**src/rtl/gpu_seg_pkg.sv**
```systemverilog
// +-----------------------------------------------------------------------+
// | gpu_seg_pkg : shared defaults, FSM state type and edge-mask helper   |
// | Revision    : 1.0  initial release                                    |
// +-----------------------------------------------------------------------+
`default_nettype none

package gpu_seg_pkg;

   localparam int DEF_SEG_PIX = 16;
   localparam int DEF_X_W     = 10;
   localparam int DEF_Y_W     = 9;
   localparam int SEG_PIX_MAX = 64;

   typedef enum logic [1:0] {
      ST_IDLE = 2'd0,
      ST_LOAD = 2'd1,
      ST_EMIT = 2'd2
   } seg_state_t;

   // Built at the widest legal segment; callers keep the low SEG_PIX bits.
   // Right edge: pixels below pos; pos==0 means the row ends on a boundary.
   function automatic logic [SEG_PIX_MAX-1:0] seg_edge_mask(input logic [5:0] pos,
                                                            input logic       is_right);
      logic [SEG_PIX_MAX-1:0] ones;
      ones = '1;
      if (is_right)
         return (pos == 6'd0) ? ones : ~(ones << pos);
      return ones << pos;
   endfunction

endpackage

`default_nettype wire

```
**src/rtl/gpu_seg_edge_mask.sv**
```systemverilog
// +-----------------------------------------------------------------------+
// | gpu_seg_edge_mask : combinational left/right segment edge mask       |
// | Revision          : 1.0  initial release                              |
// +-----------------------------------------------------------------------+
`default_nettype none

module gpu_seg_edge_mask
   import gpu_seg_pkg::*;
#(
   parameter int SEG_PIX = DEF_SEG_PIX,
   parameter int SEG_W   = $clog2(SEG_PIX)
)(
   input  logic [SEG_W-1:0]   pos,
   input  logic               is_right,
   output logic [SEG_PIX-1:0] mask
);

   assign mask = SEG_PIX'(seg_edge_mask(6'(pos), is_right));

endmodule

`default_nettype wire

```
**src/rtl/gpu_seg_mask_gen.sv**
```systemverilog
// +-----------------------------------------------------------------------+
// | gpu_seg_mask_gen : walks a VRAM rectangle as aligned segment beats   |
// | Revision         : 1.0  initial release                               |
// +-----------------------------------------------------------------------+
`default_nettype none

module gpu_seg_mask_gen
   import gpu_seg_pkg::*;
#(
   parameter int SEG_PIX = DEF_SEG_PIX,
   parameter int X_W     = DEF_X_W,
   parameter int Y_W     = DEF_Y_W,
   parameter int SEG_W   = $clog2(SEG_PIX)
)(
   input  logic                 clk,
   input  logic                 i_nrst,
   input  logic                 i_start,
   input  logic [X_W-1:0]       i_x0,
   input  logic [Y_W-1:0]       i_y0,
   input  logic [X_W:0]         i_w,
   input  logic [Y_W:0]         i_h,
   input  logic                 i_abort,
   output logic                 o_busy,
   output logic                 o_valid,
   input  logic                 i_ready,
   output logic [X_W-SEG_W-1:0] o_segX,
   output logic [Y_W-1:0]       o_y,
   output logic [SEG_PIX-1:0]   o_mask,
   output logic                 o_firstSeg,
   output logic                 o_lastSeg,
   output logic                 o_lastAll,
   output logic                 o_done
);

   localparam int SX_W = X_W - SEG_W;
   localparam int NS_W = SX_W + 2;

   seg_state_t r_state, w_state_nxt;

   logic [X_W-1:0]     r_x0;
   logic [Y_W-1:0]     r_y0;
   logic [X_W:0]       r_w;
   logic [Y_W:0]       r_h;
   logic [NS_W-1:0]    r_seg_cnt;
   logic [Y_W:0]       r_row_cnt;

   logic               r_valid;
   logic [SX_W-1:0]    r_segx;
   logic [Y_W-1:0]     r_y;
   logic [SEG_PIX-1:0] r_mask;
   logic               r_first;
   logic               r_last;
   logic               r_last_all;
   logic               r_done;

   logic [SEG_W-1:0]   w_left_pos;
   logic [SEG_W-1:0]   w_right_pos;
   logic [X_W+1:0]     w_span;
   logic [NS_W-1:0]    w_n_seg;
   logic [SEG_PIX-1:0] w_mask_left;
   logic [SEG_PIX-1:0] w_mask_right;
   logic               w_empty;
   logic               w_consume;

   logic               w_load_beat;
   logic               w_adv_beat;
   logic               w_finish;

   logic [NS_W-1:0]    w_k_nxt;
   logic [Y_W:0]       w_r_nxt;
   logic               w_first_nxt;
   logic               w_last_nxt;
   logic               w_last_all_nxt;
   logic [SX_W-1:0]    w_segx_nxt;
   logic [Y_W-1:0]     w_y_nxt;
   logic [SEG_PIX-1:0] w_mask_nxt;

   // Low SEG_W bits of a sum depend only on the low bits of the operands,
   // so this equals (X0+W) at full width truncated to SEG_W.
   assign w_left_pos  = r_x0[SEG_W-1:0];
   assign w_right_pos = r_x0[SEG_W-1:0] + r_w[SEG_W-1:0];
   assign w_span      = (X_W+2)'(w_left_pos) + (X_W+2)'(r_w) + (X_W+2)'(SEG_PIX-1);
   assign w_n_seg     = NS_W'(w_span >> SEG_W);
   assign w_empty     = (r_w == '0) || (r_h == '0);
   assign w_consume   = r_valid & i_ready;

   gpu_seg_edge_mask #(.SEG_PIX(SEG_PIX), .SEG_W(SEG_W)) u_left_mask (
      .pos      (w_left_pos),
      .is_right (1'b0),
      .mask     (w_mask_left)
   );

   gpu_seg_edge_mask #(.SEG_PIX(SEG_PIX), .SEG_W(SEG_W)) u_right_mask (
      .pos      (w_right_pos),
      .is_right (1'b1),
      .mask     (w_mask_right)
   );

   always_ff @(posedge clk or negedge i_nrst) begin
      if (!i_nrst) r_state <= ST_IDLE;
      else         r_state <= w_state_nxt;
   end

   always_comb begin
      w_state_nxt = r_state;
      w_load_beat = 1'b0;
      w_adv_beat  = 1'b0;
      w_finish    = 1'b0;
      case (r_state)
         ST_IDLE: begin
            if (i_start) w_state_nxt = ST_LOAD;
         end
         ST_LOAD: begin
            if (i_abort || w_empty) begin
               w_state_nxt = ST_IDLE;
               w_finish    = 1'b1;
            end else begin
               w_state_nxt = ST_EMIT;
               w_load_beat = 1'b1;
            end
         end
         ST_EMIT: begin
            if (i_abort || (w_consume && r_last_all)) begin
               w_state_nxt = ST_IDLE;
               w_finish    = 1'b1;
            end else if (w_consume) begin
               w_adv_beat = 1'b1;
            end
         end
         default: w_state_nxt = ST_IDLE;
      endcase
   end

   // Next beat position: (0,0) on load, otherwise step along the row.
   always_comb begin
      w_k_nxt = '0;
      w_r_nxt = '0;
      if (w_adv_beat) begin
         if (r_last) begin
            w_r_nxt = r_row_cnt + (Y_W+1)'(1);
         end else begin
            w_k_nxt = r_seg_cnt + NS_W'(1);
            w_r_nxt = r_row_cnt;
         end
      end
      w_first_nxt    = (w_k_nxt == '0);
      w_last_nxt     = (w_k_nxt == w_n_seg - NS_W'(1));
      w_last_all_nxt = w_last_nxt && (w_r_nxt == r_h - (Y_W+1)'(1));
      w_segx_nxt     = r_x0[X_W-1:SEG_W] + w_k_nxt[SX_W-1:0];
      w_y_nxt        = r_y0 + w_r_nxt[Y_W-1:0];
      w_mask_nxt     = (w_first_nxt ? w_mask_left : '1) & (w_last_nxt ? w_mask_right : '1);
   end

   always_ff @(posedge clk or negedge i_nrst) begin
      if (!i_nrst) begin
         r_x0       <= '0;
         r_y0       <= '0;
         r_w        <= '0;
         r_h        <= '0;
         r_seg_cnt  <= '0;
         r_row_cnt  <= '0;
         r_valid    <= 1'b0;
         r_segx     <= '0;
         r_y        <= '0;
         r_mask     <= '0;
         r_first    <= 1'b0;
         r_last     <= 1'b0;
         r_last_all <= 1'b0;
         r_done     <= 1'b0;
      end else begin
         r_done <= w_finish;
         if (r_state == ST_IDLE && i_start) begin
            r_x0 <= i_x0;
            r_y0 <= i_y0;
            r_w  <= i_w;
            r_h  <= i_h;
         end
         if (w_finish) begin
            r_valid <= 1'b0;
         end else if (w_load_beat || w_adv_beat) begin
            r_valid    <= 1'b1;
            r_seg_cnt  <= w_k_nxt;
            r_row_cnt  <= w_r_nxt;
            r_segx     <= w_segx_nxt;
            r_y        <= w_y_nxt;
            r_mask     <= w_mask_nxt;
            r_first    <= w_first_nxt;
            r_last     <= w_last_nxt;
            r_last_all <= w_last_all_nxt;
         end
      end
   end

   assign o_busy     = (r_state != ST_IDLE);
   assign o_valid    = r_valid;
   assign o_segX     = r_segx;
   assign o_y        = r_y;
   assign o_mask     = r_mask;
   assign o_firstSeg = r_first;
   assign o_lastSeg  = r_last;
   assign o_lastAll  = r_last_all;
   assign o_done     = r_done;

endmodule

`default_nettype wire

```
**config.mk**
```make
export PLATFORM = sky130hd
export DESIGN_NAME = gpu_seg_mask_gen
export DESIGN_NICKNAME = d
export VERILOG_FILES = /design/src/rtl/gpu_seg_pkg.sv /design/src/rtl/gpu_seg_edge_mask.sv /design/src/rtl/gpu_seg_mask_gen.sv
export SDC_FILE = /design/constraint.sdc
export NUM_CORES = 1
export LEC_CHECK = 0
export BUFFER_PORTS_ARGS = -buffer_cell sky130_fd_sc_hd__clkbuf_2
export CAP_MARGIN = 20
export CORE_ASPECT_RATIO = 1.5
export CORE_MARGIN = 3
export CORE_UTILIZATION = 60
export DETAILED_ROUTE_END_ITERATION = 8
export GPL_TIMING_DRIVEN = 0
export PLACE_DENSITY = 0.89
export SYNTH_ARGS = -nofsm -noshare
export SYNTH_HDL_FRONTEND = slang
export SYNTH_SLANG_ARGS = --single-unit
```
**constraint.sdc**
```tcl
create_clock -name clk -period 10.7 [get_ports clk]
set_input_delay 0.535 -clock clk [delete_from_list [all_inputs] [get_ports clk]]
set_output_delay 0.535 -clock clk [all_outputs]
set_load 0.01 [all_outputs]
```
==> flow_metrics.tcl <==
set metrics [dict create \
    status "finished clean" \
    worstSkewPairLatency_ns 0.35 \
    drt_drc_violations_left 0 \
    cts_max_path_buffers 2 \
    synth_fa_ha_area_frac 0.0746 \
    hp-class "in -> async" \
    p_leak_nw 3.13 \
    hold_buffers 0 \
    finalHoldViolCount 0 \
    peakVddDrop_mv 0.270 \
    drv_cap 0 \
    end_kind "register" \
    synthesis.nets 682 \
    report.final.slew_viol_count 0 \
    fillers 701 \
    setup.worst_path.class "reg -> reg" \
    maxSlewHeadroom 0.332 \
    synthSimpleGateAreaFrac 0.156 \
    detail_route.wl_per_cell_um 18.7 \
    drtIter0Drc 402 \
    hold_slack_ns 0.199 \
    finalCriticalPeriod_ns 4.59 \
    cts_resized 0 \
    synthXorXnorAreaFrac 0.0862 \
    rsz0062_at_grt "false" \
    tritoncts "yes" \
    clock_sinks 96 \
    postSynthAreaPerCell_um2 9.67 \
    first_global_vias 5179 \
    netlist_instances 604 \
    die_w_um 86.5 \
    postLayoutCellArea_um2 6750 \
    synth_area_leader_cell "dfrtp_1" \
    antenna_found_initial 0 \
    synthDominantCellAreaShare 0.411 \
    root_buffer "clkbuf_16" \
    ys_seq_elements 96 \
    final_common_cell "dfrtp_1" \
    netlist-cell-type-count 65 \
    drive_above_1_share 0.225 \
    cts_setup_buffers 0 \
    power_mw 2.32 \
    grt.total_usage 0.287 \
    setup-tns-final_ns 0 \
    critPathArrivalTime_ns 4.82 \
    dieArea_um2 11000 \
    ioPinCount 82 \
    setup_viol 0 \
    dpl_cell_area_um2 6410 \
    p_per_area_nw_per_um2 344 \
    areaGrowthSynthToFinish_pct 15.5 \
    place.gp.congestion 0.924 \
    ys_async_sr_fraction 1.00 \
    seq_area_frac_synth 0.411 \
    core_area_um2 9360 \
    synth_top_family_by_area "simple AND/OR/NAND/NOR gates" \
    dp_hpwl_mm 11.2 \
    clk_pin_slew_ns 0.07 \
    antenna_cells 0 \
    initial_utilization 0.624 \
    crit_fanout 10 \
    fmax_mhz 218 \
    firstDrtPassIters 7 \
    cts_buffers 9 \
    overflow 0 \
    grt_max_degree 60 \
    fin_crit_sh 0.429 \
    antenna_left 0 \
    layout_common_cells "dfrtp_1 (96), clkbuf_2 (80), nand2_1 (77)" \
    syn-cell-area_um2 5840 \
    crit_path_start_kind "register" \
    vias 4998 \
    synth_ff_type "dfrtp_1" \
    r2r_cells 16 \
    std_cell_rows 43 \
    synth_compound_area_frac 0.144 \
    io_buffers 81 \
    skew_ns 0.00641 \
    synth_area_leaders "dfrtp_1 (41%), mux2_2 (8.3%), ha_1 (6.4%)" \
    yosys_warnings 0 \
    grt_pass1_wl_mm 24.8 \
    dieHeight_um 127 \
    synth_edf_count 0 \
    cp.required_ns 10.92 \
    tightest_slew_ns 0.994 \
    drt-total-wl_mm 15.2 \
    cts_max_level 3 \
    layout.nets 775 \
    synth_mux_area_frac 0.0881 \
    viasPerCell 6.14 \
]
stage by stage:
step | cells | utilization | worst slack (ns)
final | 814 | 0.721 | 6.11
after global routing | 814 | 0.721 | 5.80
after CTS | 814 | 0.721 | 6.16
after detailed placement | 798 | 0.685 | 6.18
after global placement | 797 | 0.682 | 6.30
after floorplan | 604 | - | 6.86
cells in the mapped netlist (3+ instances only):
library cell  number
nand4b_1           3
fa_1               3
o21ai_1            5
nand2_1           77
mux2_2            43
a21oi_1           29
o22ai_1            4
or3_1              6
inv_1             35
o21ai_0           39
o211ai_1           4
xor2_1            17
dfrtp_1           96
xnor2_1           36
o21a_1             7
ha_1              30
nand4_1            7
a22o_1             5
a31oi_1           12
nor3_1            17
mux2i_1            3
o31ai_1            4
nand3_1           11
nand2b_1           5
or4_1              4
clkbuf_1          20
nor2_1            23
or2_2              3
nor4_1             4
a21o_1            10
and2_1             3
area by class of cell:
type / instances / area (um2) / area share
timing repair buffer: 82 / 435 / 0.0646
sequential: 96 / 2400 / 0.356
clock inverter: 5 / 78.8 / 0.0117
inverter: 35 / 131 / 0.0195
buffer: 24 / 100 / 0.0148
clock buffer: 11 / 253 / 0.0375
multi-input combinational: 449 / 3200 / 0.475
tap: 112 / 140 / 0.0208
worst max-delay path, stage by stage (launching register included):
cell and delay [ns]:
dfrtp_1 0.54, inv_1 0.19, ha_1 0.37, inv_1 0.08, ha_1 0.29, or3b_2 0.45
a22oi_2 0.41, xnor2_1 0.17, ha_1 0.27, inv_1 0.10, nor3_1 0.20, a221oi_1 0.14
a2bb2o_1 0.31, o41ai_2 0.11, nor4_4 0.53, buf_6 0.22, a31oi_1 0.09
power breakdown:
part | internal (mW) | leakage (nW) | switching (mW) | total, mW
registers | 0.507 | 1.18 | 0.131 | 0.639
clock network | 0.217 | 0.165 | 0.142 | 0.359
logic | 0.563 | 1.78 | 0.758 | 1.32
worst paths after layout:
| check | from | to | slack (ns) |
|---|---|---|---|
| setup / recovery | r_x0[2] | o_mask[11] | 6.11 |
| hold / removal | i_nrst | o_mask[11] | 0.20 |
| setup reg to reg | r_x0[2] | o_mask[11] | 6.11 |
| hold reg to reg | o_segX[4] | o_segX[4] | 0.49 |
| max in group asynchronous | i_nrst | r_x0[1] | 9.82 |
| min in group clk | i_h[1] | r_h[1] | 0.41 |
flip-flops by register name, summed over array words and instances, names as in the netlist:
name / flops
o_done: 1
o_firstSeg: 1
o_lastAll: 1
o_lastSeg: 1
o_mask: 16
o_segX: 6
o_valid: 1
o_y: 9
r_h: 10
r_row_cnt: 10
r_seg_cnt: 8
r_state: 2
r_w: 11
r_x0: 10
r_y0: 9
logic make-up after synthesis:
logic type | Yosys count
AOI/OAI and AO/OA | 134
muxes | 46
DFF | 96
buffers and inverters | 59
adders and majority gates | 33
and+or+nand+nor | 181
xor gates and xnor gates | 55
routing by layer:
layer	GRT usage	routed length (um)	vias up
met2	0.509	8090	194
met4	0.140	670	0
met3	0.0494	687	58
li1	-	-	2317
met1	0.325	5780	2429
met5	0	0	-
Power figures use the tool's default switching activity.
